==> src/rtl/led_pkg.sv <==
// Shared definitions for the LED blink arbiter and the LED blinker:
// FSM state encodings, default prescaler width and the tick terminal-count helper.
package led_pkg;

    typedef enum logic [1:0] {
        ST_IDLE = 2'd0,
        ST_ON   = 2'd1,
        ST_OFF  = 2'd2,
        ST_GAP  = 2'd3
    } led_state_t;

    localparam int LED_CNT_WIDTH = 16;

    // Terminal count of a width-bit prescaler; the tick fires when the counter holds this value.
    function automatic logic [31:0] tick_value(input int width);
        return (32'h1 << width) - 32'h1;
    endfunction

endpackage

==> src/rtl/led_blink_arbiter_if.sv <==
// Request/grant/LED bundle between the status sources (master) and the LED arbiter (slave).
interface led_blink_arbiter_if #(
    parameter int NUM_REQ = 4,
    parameter int BLINK_W = 4
);
    localparam int OW = $clog2(NUM_REQ);

    logic [NUM_REQ-1:0]         req_i;
    logic [NUM_REQ*BLINK_W-1:0] blinks_i;
    logic [NUM_REQ-1:0]         gnt_o;
    logic [NUM_REQ-1:0]         done_o;
    logic                       busy_o;
    logic [OW-1:0]              owner_o;
    logic                       led_o;

    modport master (
        output req_i, blinks_i,
        input  gnt_o, done_o, busy_o, owner_o, led_o
    );

    modport slave (
        input  req_i, blinks_i,
        output gnt_o, done_o, busy_o, owner_o, led_o
    );

endinterface

==> src/rtl/rr_arbiter.sv <==
// Combinational round-robin pick: first set request at or above i_ptr, wrapping modulo NUM_REQ.
module rr_arbiter #(
    parameter int NUM_REQ = 4
) (
    input  logic [NUM_REQ-1:0]         i_req,
    input  logic [$clog2(NUM_REQ)-1:0] i_ptr,
    output logic [NUM_REQ-1:0]         o_gnt,
    output logic [$clog2(NUM_REQ)-1:0] o_idx,
    output logic                       o_valid
);
    localparam int IW = $clog2(NUM_REQ);

    logic [IW-1:0] w_k;

    function automatic int wrap_idx(input int base, input int off);
        int s;
        s = base + off;
        if (s >= NUM_REQ) s = s - NUM_REQ;
        return s;
    endfunction

    always_comb begin
        o_gnt   = '0;
        o_idx   = '0;
        o_valid = 1'b0;
        w_k     = '0;
        for (int i = 0; i < NUM_REQ; i++) begin
            w_k = IW'(wrap_idx(int'(i_ptr), i));
            if (!o_valid && i_req[w_k]) begin
                o_valid    = 1'b1;
                o_gnt[w_k] = 1'b1;
                o_idx      = w_k;
            end
        end
    end

endmodule

==> src/rtl/led_blink_arbiter.sv <==
// Shares one LED between NUM_REQ requesters: round-robin grant, then B blinks of one
// prescaler period on/off each, followed by GAP_TICKS dark periods before the next grant.
module led_blink_arbiter
    import led_pkg::*;
#(
    parameter int NUM_REQ   = 4,
    parameter int CNT_WIDTH = LED_CNT_WIDTH,
    parameter int BLINK_W   = 4,
    parameter int GAP_TICKS = 2
) (
    input  logic                clk_i,
    input  logic                arstn_i,
    led_blink_arbiter_if.slave  bus
);
    localparam int IW = $clog2(NUM_REQ);
    localparam int GW = $clog2(GAP_TICKS + 1);
    localparam logic [CNT_WIDTH-1:0] TICK_CNT = CNT_WIDTH'(tick_value(CNT_WIDTH));
    localparam logic [GW-1:0]        GAP_LAST = GW'(GAP_TICKS - 1);
    localparam logic [IW-1:0]        LAST_REQ = IW'(NUM_REQ - 1);

    led_state_t           r_state, w_state_next;
    logic [CNT_WIDTH-1:0] r_cnt, w_cnt_next;
    logic [BLINK_W-1:0]   r_rem, w_rem_next;
    logic [GW-1:0]        r_gap, w_gap_next;
    logic [IW-1:0]        r_ptr, w_ptr_next;
    logic [IW-1:0]        r_owner, w_owner_next;
    logic [NUM_REQ-1:0]   r_gnt, w_gnt_next;
    logic [NUM_REQ-1:0]   r_done, w_done_next;
    logic                 r_led, w_led_next;

    logic                 w_tick;
    logic [NUM_REQ-1:0]   w_arb_gnt;
    logic [IW-1:0]        w_arb_idx;
    logic                 w_arb_valid;
    logic [BLINK_W-1:0]   w_blinks [NUM_REQ];

    for (genvar gi = 0; gi < NUM_REQ; gi++) begin : g_blinks
        assign w_blinks[gi] = bus.blinks_i[gi*BLINK_W +: BLINK_W];
    end

    rr_arbiter #(.NUM_REQ(NUM_REQ)) u_arb (
        .i_req   (bus.req_i),
        .i_ptr   (r_ptr),
        .o_gnt   (w_arb_gnt),
        .o_idx   (w_arb_idx),
        .o_valid (w_arb_valid)
    );

    assign w_tick = (r_cnt == TICK_CNT);

    always_comb begin
        w_state_next = r_state;
        w_cnt_next   = r_cnt + CNT_WIDTH'(1);
        w_rem_next   = r_rem;
        w_gap_next   = r_gap;
        w_ptr_next   = r_ptr;
        w_owner_next = r_owner;
        w_gnt_next   = '0;
        w_done_next  = '0;
        w_led_next   = r_led;
        case (r_state)
            ST_IDLE: begin
                if (w_arb_valid) begin
                    // Restart the prescaler so every phase of the pattern is exactly one period.
                    w_cnt_next   = '0;
                    w_gnt_next   = w_arb_gnt;
                    w_owner_next = w_arb_idx;
                    w_rem_next   = w_blinks[w_arb_idx];
                    w_ptr_next   = (w_arb_idx == LAST_REQ) ? '0 : w_arb_idx + 1'b1;
                    w_gap_next   = '0;
                    if (w_blinks[w_arb_idx] == '0) begin
                        w_done_next  = w_arb_gnt;
                        w_state_next = ST_GAP;
                    end else begin
                        w_led_next   = 1'b1;
                        w_state_next = ST_ON;
                    end
                end
            end
            ST_ON: begin
                if (w_tick) begin
                    w_led_next   = 1'b0;
                    w_state_next = ST_OFF;
                end
            end
            ST_OFF: begin
                if (w_tick) begin
                    if (r_rem <= BLINK_W'(1)) begin
                        w_rem_next           = '0;
                        w_done_next[r_owner] = 1'b1;
                        w_gap_next           = '0;
                        w_state_next         = ST_GAP;
                    end else begin
                        w_rem_next   = r_rem - BLINK_W'(1);
                        w_led_next   = 1'b1;
                        w_state_next = ST_ON;
                    end
                end
            end
            ST_GAP: begin
                if (w_tick) begin
                    if (r_gap == GAP_LAST) w_state_next = ST_IDLE;
                    else                   w_gap_next   = r_gap + GW'(1);
                end
            end
            default: w_state_next = ST_IDLE;
        endcase
    end

    always_ff @(posedge clk_i or negedge arstn_i) begin
        if (!arstn_i) begin
            r_state <= ST_IDLE;
            r_cnt   <= '0;
            r_rem   <= '0;
            r_gap   <= '0;
            r_ptr   <= '0;
            r_owner <= '0;
            r_gnt   <= '0;
            r_done  <= '0;
            r_led   <= 1'b0;
        end else begin
            r_state <= w_state_next;
            r_cnt   <= w_cnt_next;
            r_rem   <= w_rem_next;
            r_gap   <= w_gap_next;
            r_ptr   <= w_ptr_next;
            r_owner <= w_owner_next;
            r_gnt   <= w_gnt_next;
            r_done  <= w_done_next;
            r_led   <= w_led_next;
        end
    end

    assign bus.gnt_o   = r_gnt;
    assign bus.done_o  = r_done;
    assign bus.busy_o  = (r_state != ST_IDLE);
    assign bus.owner_o = r_owner;
    assign bus.led_o   = r_led;

endmodule
==> src/flat_wrapper.sv <==
// flat-port wrapper written by rule: the top's interface ports become plain ports
module led_blink_arbiter_flat import led_pkg::*;
#(
    parameter int NUM_REQ   = 4,
    parameter int CNT_WIDTH = LED_CNT_WIDTH,
    parameter int BLINK_W   = 4,
    parameter int GAP_TICKS = 2
)
  (clk_i, arstn_i, bus_req_i, bus_blinks_i, bus_gnt_o, bus_done_o, bus_busy_o, bus_owner_o, bus_led_o);
  led_blink_arbiter_if #(.NUM_REQ(NUM_REQ), .BLINK_W(BLINK_W)) bus_i ();
  input  logic clk_i;
  input  logic arstn_i;
  input wire logic [$bits(bus_i.req_i)-1:0] bus_req_i;
  input wire logic [$bits(bus_i.blinks_i)-1:0] bus_blinks_i;
  output wire logic [$bits(bus_i.gnt_o)-1:0] bus_gnt_o;
  output wire logic [$bits(bus_i.done_o)-1:0] bus_done_o;
  output wire logic [$bits(bus_i.busy_o)-1:0] bus_busy_o;
  output wire logic [$bits(bus_i.owner_o)-1:0] bus_owner_o;
  output wire logic [$bits(bus_i.led_o)-1:0] bus_led_o;
  assign bus_i.req_i = bus_req_i;
  assign bus_i.blinks_i = bus_blinks_i;
  assign bus_gnt_o = bus_i.gnt_o;
  assign bus_done_o = bus_i.done_o;
  assign bus_busy_o = bus_i.busy_o;
  assign bus_owner_o = bus_i.owner_o;
  assign bus_led_o = bus_i.led_o;
  led_blink_arbiter #(.NUM_REQ(NUM_REQ), .CNT_WIDTH(CNT_WIDTH), .BLINK_W(BLINK_W), .GAP_TICKS(GAP_TICKS)) u_core (.clk_i(clk_i), .arstn_i(arstn_i), .bus(bus_i));
endmodule
==> config.mk <==
export PLATFORM = sky130hd
export DESIGN_NAME = led_blink_arbiter_flat
export DESIGN_NICKNAME = d
export VERILOG_FILES = /design/src/rtl/led_pkg.sv /design/src/rtl/led_blink_arbiter_if.sv /design/src/rtl/rr_arbiter.sv /design/src/rtl/led_blink_arbiter.sv /design/src/flat_wrapper.sv
export SDC_FILE = /design/constraint.sdc
export NUM_CORES = 1
export LEC_CHECK = 0
export CAP_MARGIN = 40
export CELL_PAD_IN_SITES_DETAIL_PLACEMENT = 1
export CELL_PAD_IN_SITES_GLOBAL_PLACEMENT = 2
export CORE_ASPECT_RATIO = 2
export CORE_MARGIN = 3
export CORE_UTILIZATION = 36
export CTS_CLUSTER_SIZE = 24
export DETAILED_ROUTE_END_ITERATION = 7
export HOLD_SLACK_MARGIN = 0.15
export PLACE_DENSITY_LB_ADDON = 0.1
export REMOVE_ABC_BUFFERS = 1
export SLEW_MARGIN = 20
export SYNTH_ARGS = -nofsm -noshare
export SYNTH_HDL_FRONTEND = slang
export SYNTH_SLANG_ARGS = --single-unit
==> constraint.sdc <==
create_clock -name clk_i -period 6.3 [get_ports clk_i]
set_clock_uncertainty 0.2 [all_clocks]
set_input_delay 1.89 -clock clk_i [delete_from_list [all_inputs] [get_ports clk_i]]
set_output_delay 1.89 -clock clk_i [all_outputs]
set_load 0.1 [all_outputs]
# [Yosys cells after proc, flatten, opt, wreduce, memory -nomap -nowiden]
# Cells that the tools add are included.
[word_totals] regBits=37 latch_bits=0 mem_bits_rw=0 rom_bits=0 input_bits=22 out_inout_bits=12 memories=0
[classes] addsub=11 mul=0 n_div=0 magnitude_cmp=16 eq_ne=15 shifts=0 mux=71 n_bitwise=4 reduce_logical=22
[op_table] cell="4-bit two-way mux" count=15
[op_table] cell="2-bit two-way mux" count=21
[op_table] cell="16-bit two-way mux" count=2
[op_table] cell="1-bit two-way mux" count=18
[op_table] cell="16-bit by 1-bit adder with 16-bit output (second input constant)" count=1
[op_table] cell="16-bit equality test (second input constant)" count=1
[op_table] cell="4-bit case mux with 2 select lines" count=2
[op_table] cell="2-bit by 3-bit < comparator with 1-bit output (second input constant)" count=5
[op_table] cell="3-bit greater-or-equal comparator (second input constant)" count=4
[op_table] cell="4-bit OR" count=3
[op_table] cell="6-bit AND reduction" count=2
[op_table] cell="1-bit demux with 2-bit select" count=5
[op_table] cell="2-bit by 1-bit greater-or-equal comparator with 1-bit output (second input constant)" count=5
[op_table] cell="2-bit by 1-bit inequality test with 1-bit output (second input constant)" count=5
[op_table] cell="1-bit binary-select mux with 2-bit select" count=4
[op_table] cell="4-bit binary-select mux with 2-bit select" count=1
[op_table] cell="1-bit logical AND" count=8
[op_table] cell="2-bit inequality test (second input constant)" count=4
[op_table] cell="2-bit case mux with 4 select lines" count=1
[op_table] cell="2-bit by 1-bit subtractor with 2-bit output (second input constant)" count=4
[op_table] cell="2-bit by 2-bit adder with 3-bit output (second input constant)" count=2
[op_table] cell="2-bit equality test (second input constant)" count=3
[op_table] cell="2-bit case mux with 3 select lines" count=1
[op_table] cell="3-bit nonzero test" count=2
[op_table] cell="other kinds (15)" count=20

# [Longest topological paths before layout]
# Gate-level depths: netlist (run 1).
[logic_depth] depth_word=22 mapped_depth=10 ltp_nobuf=9

# [By module]
# Synthesis (run 1) repeated with hierarchy kept, for this count alone.
[unflattened] cells_unflattened=231 area_unflattened_um2=2334.7
[by_module_without_submodules] mod="led_blink_arbiter" instances=1 cells_per_inst=186 area_per_inst_um2=1913.1 seq_area_each_um2=925.9
[by_module_without_submodules] mod="rr_arbiter" instances=1 cells_per_inst=45 area_per_inst_um2=421.7 seq_area_each_um2=0.0

# [Worst setup path before layout (run 1)]
# OpenSTA, ideal clock, no wires.
[synth_timing] kind="input port to flip-flop" from="input port bus_req_i[1]" to="register u_core.r_state[1]" setup_time_ns=0.066 arrival_ns=4.094 t_required_ns=6.034 path_slack_ns=1.940 cell_stages=7 n_path_buf=0 cell_sequence="mux4_2 nor2b_4 o21a_4 a31oi_4 mux4_2 nor4_4 a31o_1"
[synth_via] elab_chain_cells=20 elab_cells_between_ends=32 classes_between="1 x eq/ne; 22 x mux; 1 x bitwise; 8 x reduce/logical"
[synth_rtl] item="start: declaration" line="flat_wrapper.sv:13" text="input wire logic [$bits(bus_i.req_i)-1:0] bus_req_i;"
[synth_rtl] item="1-bit binary-select mux with 2-bit select" line="rr_arbiter.sv:29" text="if (!o_valid && i_req[w_k]) begin"
[synth_rtl] item="1-bit two-way mux (implied by the code)" line="rr_arbiter.sv:29"
[synth_rtl] item="1-bit two-way mux" line="rr_arbiter.sv:29"
[synth_rtl] item="1-bit logical NOT" line="rr_arbiter.sv:29"
[synth_rtl] item="1-bit logical AND" line="rr_arbiter.sv:29"
[synth_rtl] item="1-bit two-way mux" line="rr_arbiter.sv:29"
[synth_rtl] item="1-bit logical NOT" line="rr_arbiter.sv:29"
[synth_rtl] item="1-bit logical AND" line="rr_arbiter.sv:29"
[synth_rtl] item="[3 not listed]"
[synth_rtl] item="2-bit two-way mux" line="rr_arbiter.sv:29"
[synth_rtl] item="2-bit inverter with 3-bit output (implied by the code)" line="led_blink_arbiter.sv:71" text="if (w_blinks[w_arb_idx] == '0) begin"
[synth_rtl] item="4-bit binary-select mux with 2-bit select" line="led_blink_arbiter.sv:71"
[synth_rtl] item="4-bit two-way mux (implied by the code) (2 in series)" line="led_blink_arbiter.sv:71"
[synth_rtl] item="4-bit logical NOT" line="led_blink_arbiter.sv:71"
[synth_rtl] item="2-bit two-way mux" line="led_blink_arbiter.sv:71"
[synth_rtl] item="2-bit two-way mux" line="led_blink_arbiter.sv:63" text="if (w_arb_valid) begin"
[synth_rtl] item="2-bit case mux with 4 select lines" line="led_blink_arbiter.sv:61" text="case (r_state)"
[synth_rtl] item="end signal: assignment" line="led_blink_arbiter.sv:122" text="r_state <= w_state_next;"
[synth_rtl] item="end: declaration" line="led_blink_arbiter.sv:21" text="led_state_t r_state, w_state_next;"
# Parallel ways exist; a longest one is shown, timed or not. The select of a mux whose other input is x is not followed.
# A chain may end at the register's enable or synchronous reset.

# [Worst setup path in the final report (run 1)]
[layout_timing] from="input port bus_req_i[0]" to="register u_core.r_state[1]"
# Same word-level chain as after synthesis.

==> results of run 1 <==
==> power by group <==
group | internal [µW] | switching (µW) | total (µW)
combinational | 95.1 | 98.6 | 194
clock | 198 | 96.2 | 294
sequential | 266 | 32.6 | 299
==> cell usage in the layout (no fill, tap or decap), types with 2 or more instances in the layout <==
cell type,Yosys,final
dfrtp_1,37,37
nor2_1,32,32
clkdlybuf4s50_1,0,32
a21oi_1,25,24
nand2_1,17,17
o21ai_0,15,15
inv_1,13,13
ha_1,12,12
buf_8,0,10
xnor2_1,9,9
mux4_2,6,6
nor3_1,6,6
a22oi_1,5,5
clkbuf_16,0,5
and3_1,4,4
nand3_1,4,4
or3_1,4,4
mux2i_1,4,4
xor2_1,4,4
and2_1,3,3
nand4_1,2,2
nand2b_1,2,2
a32o_1,2,2
o2bb2ai_1,2,2
o41ai_1,2,2
buf_16,0,2
==> registers in the layout, summed over array words and instances, names as in the netlist <==
| name | cells |
|---|---|
| u_core.bus.done_o | 4 |
| u_core.bus.gnt_o | 4 |
| u_core.bus.led_o | 1 |
| u_core.bus.owner_o | 2 |
| u_core.r_cnt | 16 |
| u_core.r_gap | 2 |
| u_core.r_ptr | 2 |
| u_core.r_rem | 4 |
| u_core.r_state | 2 |
==> worst reg2reg max path, cell delays in order, from the launching register on <==
cell,delay [ps]
dfrtp_1,770
inv_1,330
ha_1,470
mux4_2,650
o21bai_2,260
a31oi_4,290
mux4_2,590
nor4_4,480
a31o_1,210
==> logic make-up (layout without fill, tap and decap cells) <==
logic type,after synthesis,after routing,share of synthesized area
AO/OA/AOI/OAI,62,62,0.178
XOR/XNOR,13,13,0.0501
adder cells (fa/ha/maj),12,12,0.0661
buffers and inverters,18,68,0.0330
flip-flops,37,37,0.407
multiplexers,12,12,0.0936
AND/OR/NAND/NOR,80,80,0.172
==> area by class of cell <==
class | instances | area share
clock buffers | 7 | 0.0462
flip-flops and latches | 37 | 0.300
repair buffers | 47 | 0.181
clock inverters | 1 | 0.00973
inverters | 13 | 0.0158
well taps | 84 | 0.0341
multi-input cells | 179 | 0.413
==> stage by stage <==
stage	hold WS [ps]	power [µW]	worst slack (ps)	utilization
2_1_floorplan	248	432	1840	-
3_5_place_dp	283	498	984	0.481
4_1_cts	290	796	1270	0.510
5_1_grt	308	833	1120	0.510
3_3_place_gp	270	483	1070	0.444
6_report	292	786	1320	0.510
==> per-layer routing <==
metal / GRT usage / wire length, µm / part of all wire
met5: 0 / 0 / 0
met4: 0.0637 / 122 / 0.021
met3: 0.0295 / 180 / 0.031
met2: 0.344 / 3400 / 0.58
met1: 0.173 / 2170 / 0.37
==> Yosys cell counts (2+ instances only) <==
cell | instances | area, µm²
nand3_1 | 4 | 20.0
nor3_1 | 6 | 30.0
o21ai_0 | 15 | 75.1
nand2b_1 | 2 | 12.5
dfrtp_1 | 37 | 926
or3_1 | 4 | 25.0
clkbuf_1 | 4 | 15.0
inv_1 | 13 | 48.8
a21oi_1 | 25 | 125
mux2i_1 | 4 | 40.0
and3_1 | 4 | 25.0
xor2_1 | 4 | 35.0
and2_1 | 3 | 18.8
nand4_1 | 2 | 12.5
nor2_1 | 32 | 120
ha_1 | 12 | 150
nand2_1 | 17 | 63.8
a32o_1 | 2 | 20.0
xnor2_1 | 9 | 78.8
mux4_2 | 6 | 135
o41ai_1 | 2 | 17.5
o2bb2ai_1 | 2 | 17.5
a22oi_1 | 5 | 37.5
==> how the worst max path moves through the flow <==
stage	to	slack, ps	start	depth (start not counted)
2_1_floorplan	u_core.r_state[1]	1840	bus_req_i[1]	6
3_3_place_gp	u_core.r_state[1]	1070	bus_req_i[3]	7
3_5_place_dp	u_core.r_state[1]	980	bus_req_i[0]	7
4_1_cts	u_core.r_state[1]	1270	bus_req_i[0]	7
5_1_grt	u_core.bus.done_o[0]	1120	bus_req_i[0]	7
6_report	u_core.r_state[1]	1320	bus_req_i[0]	7
==> qor.yml, run 1 <==
run_status:
  status: "complete, no violations"
global_routing:
  grt_pass1_wl_mm: 10.3
  grt_usage: 0.173
  grt_remaining_overflow: 0
  antenna_found_initial: 0
  grt_pass1_vias: 2210
  grt_max_degree: 32
timing:
  slew_headroom: 0.470
  tightestPinTransition_ps: 795
  rsz0062_at_grt: "false"
  fmax_ghz: 0.201
  setup_viol: 0
  period_minus_slack_ps: 4980
  setup_tns_ps: 0
  period_share: 0.791
  hold_viol: 0
  slew_viol_final: 0
final_layout:
  nNetsFinal: 317
  stdcell_area_um2: 3090
  drive_gt1_frac: 0.123
  fin_cells: 368
  area_growth_pct: 35.8
  fillers: 671
  multi_input_area_um2: 1270
  diodes: 0
  seqCellArea_um2: 926
floorplan:
  core_um2: 6060
  num_rows: 40
  die_w_um: 62.2
  start_util: 0.375
  die_h_um: 118
  ios: 34
  dieArea_um2: 7360
pwr:
  peakVddDrop_mv: 0.115
  powerDensity_nw_per_um2: 255
  power.leakage_uw: 0.00128
critical_path:
  crit_path_max_fanout: 13
  critical_path.top_delay_family: "multiplexers"
  criticalPathCategory: "in -> reg"
  path_cells: "clkdlybuf4s50_1 -> mux4_1 -> o21a_4 -> a31oi_4 -> mux4_2 -> nor4_4 -> a31o_1"
  reg2reg_from: "u_core.r_ptr[0]"
  critPathBufInv: 1
  reg2regPathDepth: 8
  r2r_slack_ps: 1990
  worstSetupEndpointType: "flip-flop"
  arrival_ps: 5000
  startpoint_type: "input pin"
  cpMaxStageDelayCell: "mux4_1"
  rr_endpoint: "u_core.r_state[1]"
  cp_slowest_stage_delay_ps: 760
  worstPathRequired_ps: 6320
detailed_routing:
  drt-total-wl_mm: 5.87
  wl_per_cell_um: 15.9
  route.vias.total: 1949
  first_iter_violations: 62
  first_pass_iters: 4
  drcViolationCount: 0
  final_antenna_net_count: 0
  viasPerCell: 5.30
yosys:
  synth_seq_cells: 37
  async_reset_ff_frac: 1.00
  synth_edf_count: 0
  synth_warnings: 0
  syn_area_per_cell_um2: 9.71
  syn-cell-area_um2: 2270
  synth_cells: 234
  ys_types: 43
  synthFlopType: "dfrtp_1"
  ys_seq_area_frac: 0.407
clock_network:
  clock_latency_ps: 280
  post_cts_buffers: 0
  cts_buffer_depth: 2
  clkSinkCount: 37
  clk_pin_slew_ps: 60
  postCtsHoldBufs: 0
  cts_resized: 0
  cts_root_buf: "clkbuf_16"
  cts_buffers: 5
  cts-htree-levels: 2
  cts_tree: "done"
hold_path:
  hold-path-endpoint: "u_core.r_gap[0]"
  worstHoldPathCells: 1
  hold_start: "u_core.r_gap[0]"
  hp-class: "reg -> reg"
placed_design:
  dp_cells: 360
  dpl_cell_area_um2: 2910
  hpwl_mm: 4.59
  gp_congestion: 0.727
  io_buffers: 33
job:
  cap_violations: 0
Note: power is estimated with default switching activity, not from simulation.
==> run 2: changes to the inputs <==
- CORE_UTILIZATION: 36 -> 31
- clock period: 6.3 -> 4.3 ns (I/O delays scaled with it)
==> run 2 against run 1 <==
Effect of this change: final cell count is 4.9% higher; via count up 2.4%; setup slack got worse by 1100 ps; count of clock-buffer cells in the layout down 1; sequential share of layout area is 0.56 points lower; largest cell class unchanged.
==> qor.yml, run 2 (synthesis results as in run 1) <==
placed_design:
  dpl_cell_area_um2: 2970  # was 2910 µm²
  io_buffers: 33  # unchanged
  dp_cells: 378  # was 360
  gp_congestion: 0.761  # was 0.727
  hpwl_mm: 5.29  # was 4.59 mm
floorplan:
  start_util: 0.322  # was 0.375
  num_rows: 43  # was 40
  core_um2: 7050  # was 6060 µm²
  ios: 34  # unchanged
  die_w_um: 66.5  # was 62.2 µm
  dieArea_um2: 8450  # was 7360 µm²
  die_h_um: 127  # was 118 µm
final_layout:
  stdcell_area_um2: 3140  # was 3090 µm²
  layout_commonest_cell: "dfrtp_1"  # unchanged
  fillers: 803  # was 671
  area_growth_pct: 38.4  # was 35.8%
  fin_util: 0.446  # was 0.510
  fin_cells: 386  # was 368
  mostFrequentLayoutCells: "dfrtp_1 (37), nor2_1 (32), clkdlybuf4s50_1 (29), a21oi_1 (24), buf_4 (19)"  # was dfrtp_1 (37), nor2_1 (32), clkdlybuf4s50_1 (32), a21oi_1 (24), nand2_1 (17)
  top_register: "u_core.r_cnt"  # unchanged
  drive_gt1_frac: 0.172  # was 0.123
  largest_register_ff_count: 16  # unchanged
  nNetsFinal: 329  # was 317
  diodes: 0  # unchanged
global_routing:
  grt_max_degree: 26  # was 32
  grt_pass1_wl_mm: 10.7  # was 10.3 mm
  grt_usage: 0.167  # was 0.173
  antenna_found_initial: 0  # unchanged
  grt_pass1_vias: 2200  # was 2210
  grt_remaining_overflow: 0  # unchanged
critical_path:
  reg2reg_from: "u_core.r_ptr[0]"  # unchanged
  critPathLaunch: "bus_req_i[2]"  # was bus_req_i[0]
  worstPathRequired_ps: 4310  # was 6320 ps
  path_common_cell: "mux4_2"
  worstSetupEndpointType: "flip-flop"  # unchanged
  reg2regPathDepth: 11  # was 8
  rr_endpoint: "u_core.bus.done_o[3]"  # was u_core.r_state[1]
  arrival_ps: 4050  # was 5000 ps
  worst-path-stages: 9  # was 7
  path_cells: "clkdlybuf4s50_1 -> mux4_2 -> nor2b_4 -> o21a_4 -> a31oi_4 -> mux4_2 -> nor4_4 -> buf_4 -> a32o_1"  # was clkdlybuf4s50_1 -> mux4_1 -> o21a_4 -> a31oi_4 -> mux4_2 -> nor4_4 -> a31o_1
  critPathBufInv: 2  # was 1
  cpMaxStageDelayCell: "mux4_2"  # was mux4_1
  startpoint_type: "input pin"  # unchanged
  criticalPathCategory: "in -> reg"  # unchanged
  crit_path_max_fanout: 6  # was 13
  setup.worst_path.end: "u_core.bus.done_o[3]"  # was u_core.r_state[1]
  cp_slowest_stage_delay_ps: 580  # was 760 ps
  r2r_slack_ps: 840  # was 1990 ps
  critical_path.top_delay_family: "multiplexers"  # unchanged
run_status:
  status: "complete, no violations"  # unchanged
pwr:
  peakVddDrop_mv: 0.150  # was 0.115 mV
  powerDensity_nw_per_um2: 372  # was 255 nW/µm²
  power_uw: 1170  # was 786 µW
  power.leakage_uw: 0.00132  # was 0.00128 µW
timing:
  fmax_ghz: 0.248
  setup_tns_ps: 0  # unchanged
  period_share: 0.939
  setup_viol: 0  # unchanged
  rsz0062_at_grt: "false"  # unchanged
  slew_headroom: 0.567  # was 0.470
  hold_viol: 0  # unchanged
  tightestPinTransition_ps: 645  # was 795 ps
  period_minus_slack_ps: 4040
  slew_viol_final: 0  # unchanged
detailed_routing:
  route.vias.total: 1996  # was 1949
  wl_per_cell_um: 16.7  # was 15.9 µm
  first_pass_iters: 4  # unchanged
  viasPerCell: 5.17  # was 5.30
  drt-total-wl_mm: 6.45  # was 5.87 mm
  final_antenna_net_count: 0  # unchanged
  first_iter_violations: 61  # was 62
  drcViolationCount: 0  # unchanged
clock_network:
  clkSinkCount: 37  # unchanged
  cts_resized: 0  # unchanged
  clk_pin_slew_ps: 60  # about the same
  post_cts_buffers: 0  # unchanged
  cts_buffer_depth: 2  # unchanged
  clock_latency_ps: 280  # about the same
  postCtsHoldBufs: 0  # unchanged
  cts_root_buf: "clkbuf_16"  # unchanged
  cts_tree: "done"  # unchanged
  cts-htree-levels: 2  # unchanged
  cts_buffers: 5  # unchanged
hold_path:
  worstHoldPathCells: 1  # unchanged
  hp-class: "reg -> reg"  # unchanged
  hold_start: "u_core.r_cnt[0]"  # was u_core.r_gap[0]
job:
  cap_violations: 0  # unchanged
run 2: cell count changes in the layout (fill, tap and decap cells not counted):
cell	delta
clkinvlp_4	+1
clkdlybuf4s50_1	-3
buf_16	-1
clkbuf_1	-1
buf_8	-2
buf_4	+18
run 2: cell type report:
class	count	area, µm²	share of cell area
Sequential cell	37	926	0.294
Tap cell	90	113	0.0358
Timing Repair Buffer	59	606	0.193
Multi-Input combinational cell	179	1270	0.405
Clock inverter	2	37.5	0.0119
Inverter	13	48.8	0.0155
Clock buffer	6	139	0.0442
run 2: worst min-delay path by stage:
stage                           end
floorplan           u_core.r_cnt[0]
global placement    u_core.r_cnt[0]
detailed placement  u_core.r_gap[0]
CTS                 u_core.r_gap[0]
global route        u_core.r_cnt[0]
finish              u_core.r_cnt[0]
run 2: power by group:
group          switching (µW)  internal, µW  leakage, µW
Sequential               38.8           390     0.000475
Combinational             159           149     0.000765
Clock                     143           289    0.0000831
Total                     341           828      0.00132
run 2: worst register-to-register path, cell delays in order (launching register included):
cell and delay [ps]:
dfrtp_1 390, inv_1 240, ha_1 350, mux4_2 370, buf_4 170, nor2b_4 50
o21a_4 200, a31oi_4 220, mux4_2 580, nor4_4 270, buf_4 190, a32o_1 150
run 2: stage by stage:
stage	hold slack [ps]	worst slack, ps
finish	295	261
global route	324	121
CTS	296	236
detailed placement	285	-52.8
global placement	274	9.89
floorplan	248	441
run 2: routing by layer:
layer	up-vias	global-route usage	wire (µm)
li1	959	-	-
met1	1006	0.158	2140
met2	23	0.335	4040
met3	8	0.0317	153
met4	0	0.0587	119
met5	-	0	0
==> run 3: changes to the inputs <==
- PLACE_DENSITY: default -> 0.86
- PLACE_DENSITY_LB_ADDON: 0.1 -> default
==> run 3 against run 2 <==
Effect of this change: sequential power about the same; critical endpoint is now u_core.bus.done_o[1]; critical path depth unchanged; cell area decreased by 0.36%; core utilization decreased by 0.16 points; largest power group is now registers; final cell count decreased by 0.52%; die area unchanged; first-iteration DRC count increased by 9.8%.
==> qor.yml, run 3 (synthesis results as in run 1) <==
run_status:
  status: "complete, no violations"  # unchanged
placed_design:
  dp_slack_ps: -51.4  # was -52.8 ps
  hpwl_mm: 4.78  # was 5.29 mm
  dpl_cell_area_um2: 2970  # about the same
  io_buffers: 33  # unchanged
  gp_congestion: 0.782  # was 0.761
detailed_routing:
  viasPerCell: 5.14  # was 5.17
  first_iter_violations: 67  # was 61
  first_pass_iters: 4  # unchanged
  final_antenna_net_count: 0  # unchanged
  wl_per_cell_um: 15.5  # was 16.7 µm
  drcViolationCount: 0  # unchanged
  route.vias.total: 1975  # was 1996
  drt-total-wl_mm: 5.95  # was 6.45 mm
timing:
  period_share: 0.951  # was 0.939
  setup_tns_ps: 0  # unchanged
  setup_viol: 0  # unchanged
  hold_viol: 0  # unchanged
  slew_headroom: 0.533  # was 0.567
  setup_ws_ps: 211  # was 261 ps
  tightestPinTransition_ps: 695  # was 645 ps
  period_minus_slack_ps: 4090  # was 4040 ps
  slew_viol_final: 0  # unchanged
  rsz0062_at_grt: "false"  # unchanged
  fmax_ghz: 0.245  # was 0.248 GHz
critical_path:
  critical_path.top_delay_family: "multiplexers"  # unchanged
  startpoint_type: "input pin"  # unchanged
  reg2reg_from: "u_core.r_ptr[0]"  # unchanged
  worstSetupEndpointType: "flip-flop"  # unchanged
  rr_endpoint: "u_core.bus.done_o[1]"  # was u_core.bus.done_o[3]
  criticalPathCategory: "in -> reg"  # unchanged
  critPathBufInv: 2  # unchanged
  arrival_ps: 4090  # was 4050 ps
  path_common_cell: "mux4_2"  # unchanged
  crit_path_max_fanout: 6  # unchanged
  worstPathRequired_ps: 4300  # was 4310 ps
  path_cells: "clkdlybuf4s50_1 -> mux4_2 -> nor2b_4 -> o21a_4 -> a31oi_4 -> mux4_2 -> nor4_4 -> buf_4 -> a32o_1"  # unchanged
  reg2regPathDepth: 11  # unchanged
  cp_slowest_stage_delay_ps: 580  # about the same
  r2r_slack_ps: 830  # was 840 ps
  cpMaxStageDelayCell: "mux4_2"  # unchanged
clock_network:
  clock_latency_ps: 280  # about the same
  cts_buffers: 5  # unchanged
  cts_tree: "done"  # unchanged
  cts_buffer_depth: 2  # unchanged
  clkSinkCount: 37  # unchanged
  postCtsHoldBufs: 0  # unchanged
  clk_pin_slew_ps: 60  # about the same
  cts_resized: 0  # unchanged
  cts-htree-levels: 2  # unchanged
  post_cts_buffers: 0  # unchanged
  cts_root_buf: "clkbuf_16"  # unchanged
final_layout:
  diodes: 0  # unchanged
  drive_gt1_frac: 0.167  # was 0.172
  largest_register_ff_count: 16  # unchanged
  top_register: "u_core.r_cnt"  # unchanged
  layout_commonest_cell: "dfrtp_1"  # unchanged
  area_growth_pct: 37.9  # was 38.4%
  mostFrequentLayoutCells: "dfrtp_1 (37), nor2_1 (32), clkdlybuf4s50_1 (29), a21oi_1 (24), buf_4 (18)"  # was dfrtp_1 (37), nor2_1 (32), clkdlybuf4s50_1 (29), a21oi_1 (24), buf_4 (19)
  stdcell_area_um2: 3130  # was 3140 µm²
  nNetsFinal: 328  # was 329
floorplan:
  die_w_um: 66.5  # unchanged
  start_util: 0.322  # unchanged
  ios: 34  # unchanged
  num_rows: 43  # unchanged
  die_h_um: 127  # unchanged
  core_um2: 7050  # unchanged
  dieArea_um2: 8450  # unchanged
global_routing:
  grt_pass1_vias: 2218  # was 2200
  grt_remaining_overflow: 0  # unchanged
  grt_usage: 0.158  # was 0.167
  grt_pass1_wl_mm: 10.3  # was 10.7 mm
  antenna_found_initial: 0  # unchanged
  grt_max_degree: 28  # was 26
hold_path:
  worstHoldPathCells: 1  # unchanged
  hold_start: "u_core.r_gap[0]"  # was u_core.r_cnt[0]
  hp-class: "reg -> reg"  # unchanged
  hold-path-endpoint: "u_core.r_gap[0]"  # was u_core.r_cnt[0]
pwr:
  p_clk_frac: 0.357  # was 0.370
  powerDensity_nw_per_um2: 361  # was 372 nW/µm²
  p_comb_frac: 0.266  # was 0.264
  power.leakage_uw: 0.00132  # about the same
  netSwitchingFraction: 0.288  # was 0.291
  power.switching_uw: 325  # was 341 µW
  p_int_uw: 806  # was 828 µW
  power_frac_seq: 0.377  # was 0.367
  peakVddDrop_mv: 0.158  # was 0.150 mV
job:
  cap_violations: 0  # unchanged
[run 3: changes by cell type in the layout (fill, tap and decap cells not counted)]
| cell | previous run | this run |
|---|---|---|
| clkinvlp_4 | 1 | 0 |
| buf_4 | 19 | 18 |
| clkinv_2 | 0 | 1 |
| buf_16 | 1 | 2 |
| buf_8 | 8 | 7 |
| clkbuf_8 | 1 | 0 |
[run 3: worst max path at each step]
| stage | start | end | slack (ps) | cells past startpoint |
|---|---|---|---|---|
| floorplan | bus_req_i[1] | u_core.r_state[1] | 440 | 6 |
| global placement | bus_req_i[0] | u_core.r_state[1] | 40 | 9 |
| detailed placement | bus_req_i[1] | u_core.r_state[1] | -50 | 9 |
| CTS | bus_req_i[1] | u_core.bus.done_o[1] | 190 | 9 |
| global route | bus_req_i[0] | u_core.bus.done_o[1] | 50 | 9 |
| finish | bus_req_i[2] | u_core.bus.done_o[1] | 210 | 9 |
[run 3: layer usage]
metal / share of wire / up-vias / global-route usage
met5: 0 / - / 0
met4: 0.022 / 0 / 0.0778
met3: 0.027 / 9 / 0.0229
met2: 0.59 / 37 / 0.306
met1: 0.36 / 970 / 0.155
li1: - / 959 / -
[run 3: worst reg2reg max path: cells and delay by family (launching register included)]
kind            cells  cell delay (ps)
mux                 2              950
flops               1              370
compound gates      3              620
simple gates        2              330
buf+inv             3              570
fa+ha+maj           1              340
[run 3: power groups by stage]
| stage | logic (µW) | clock network (µW) | registers (µW) |
|---|---|---|---|
| CTS | 307 | 417 | 428 |
| detailed placement | 304 | 0 | 434 |
| global route | 337 | 430 | 434 |
| finish | 301 | 404 | 426 |
| global placement | 293 | 0 | 431 |
| floorplan | 193 | 0 | 440 |
[run 3: stage by stage]
step | total power [µW] | std cells | utilization | hold slack, ps
CTS | 1150 | 384 | 0.445 | 292
detailed placement | 737 | 377 | 0.422 | 277
floorplan | 633 | 229 | - | 248
finish | 1130 | 384 | 0.445 | 289
global placement | 724 | 367 | 0.396 | 266
global route | 1200 | 384 | 0.445 | 312
[run 3: cell type report]
type | instances | area (µm²)
fill | 816 | 3920
multi-input combinational | 179 | 1270
sequential | 37 | 926
timing repair buffer | 58 | 611
clock buffer | 5 | 125
tap | 90 | 113
inverter | 13 | 48.8
clock inverter | 2 | 35.0
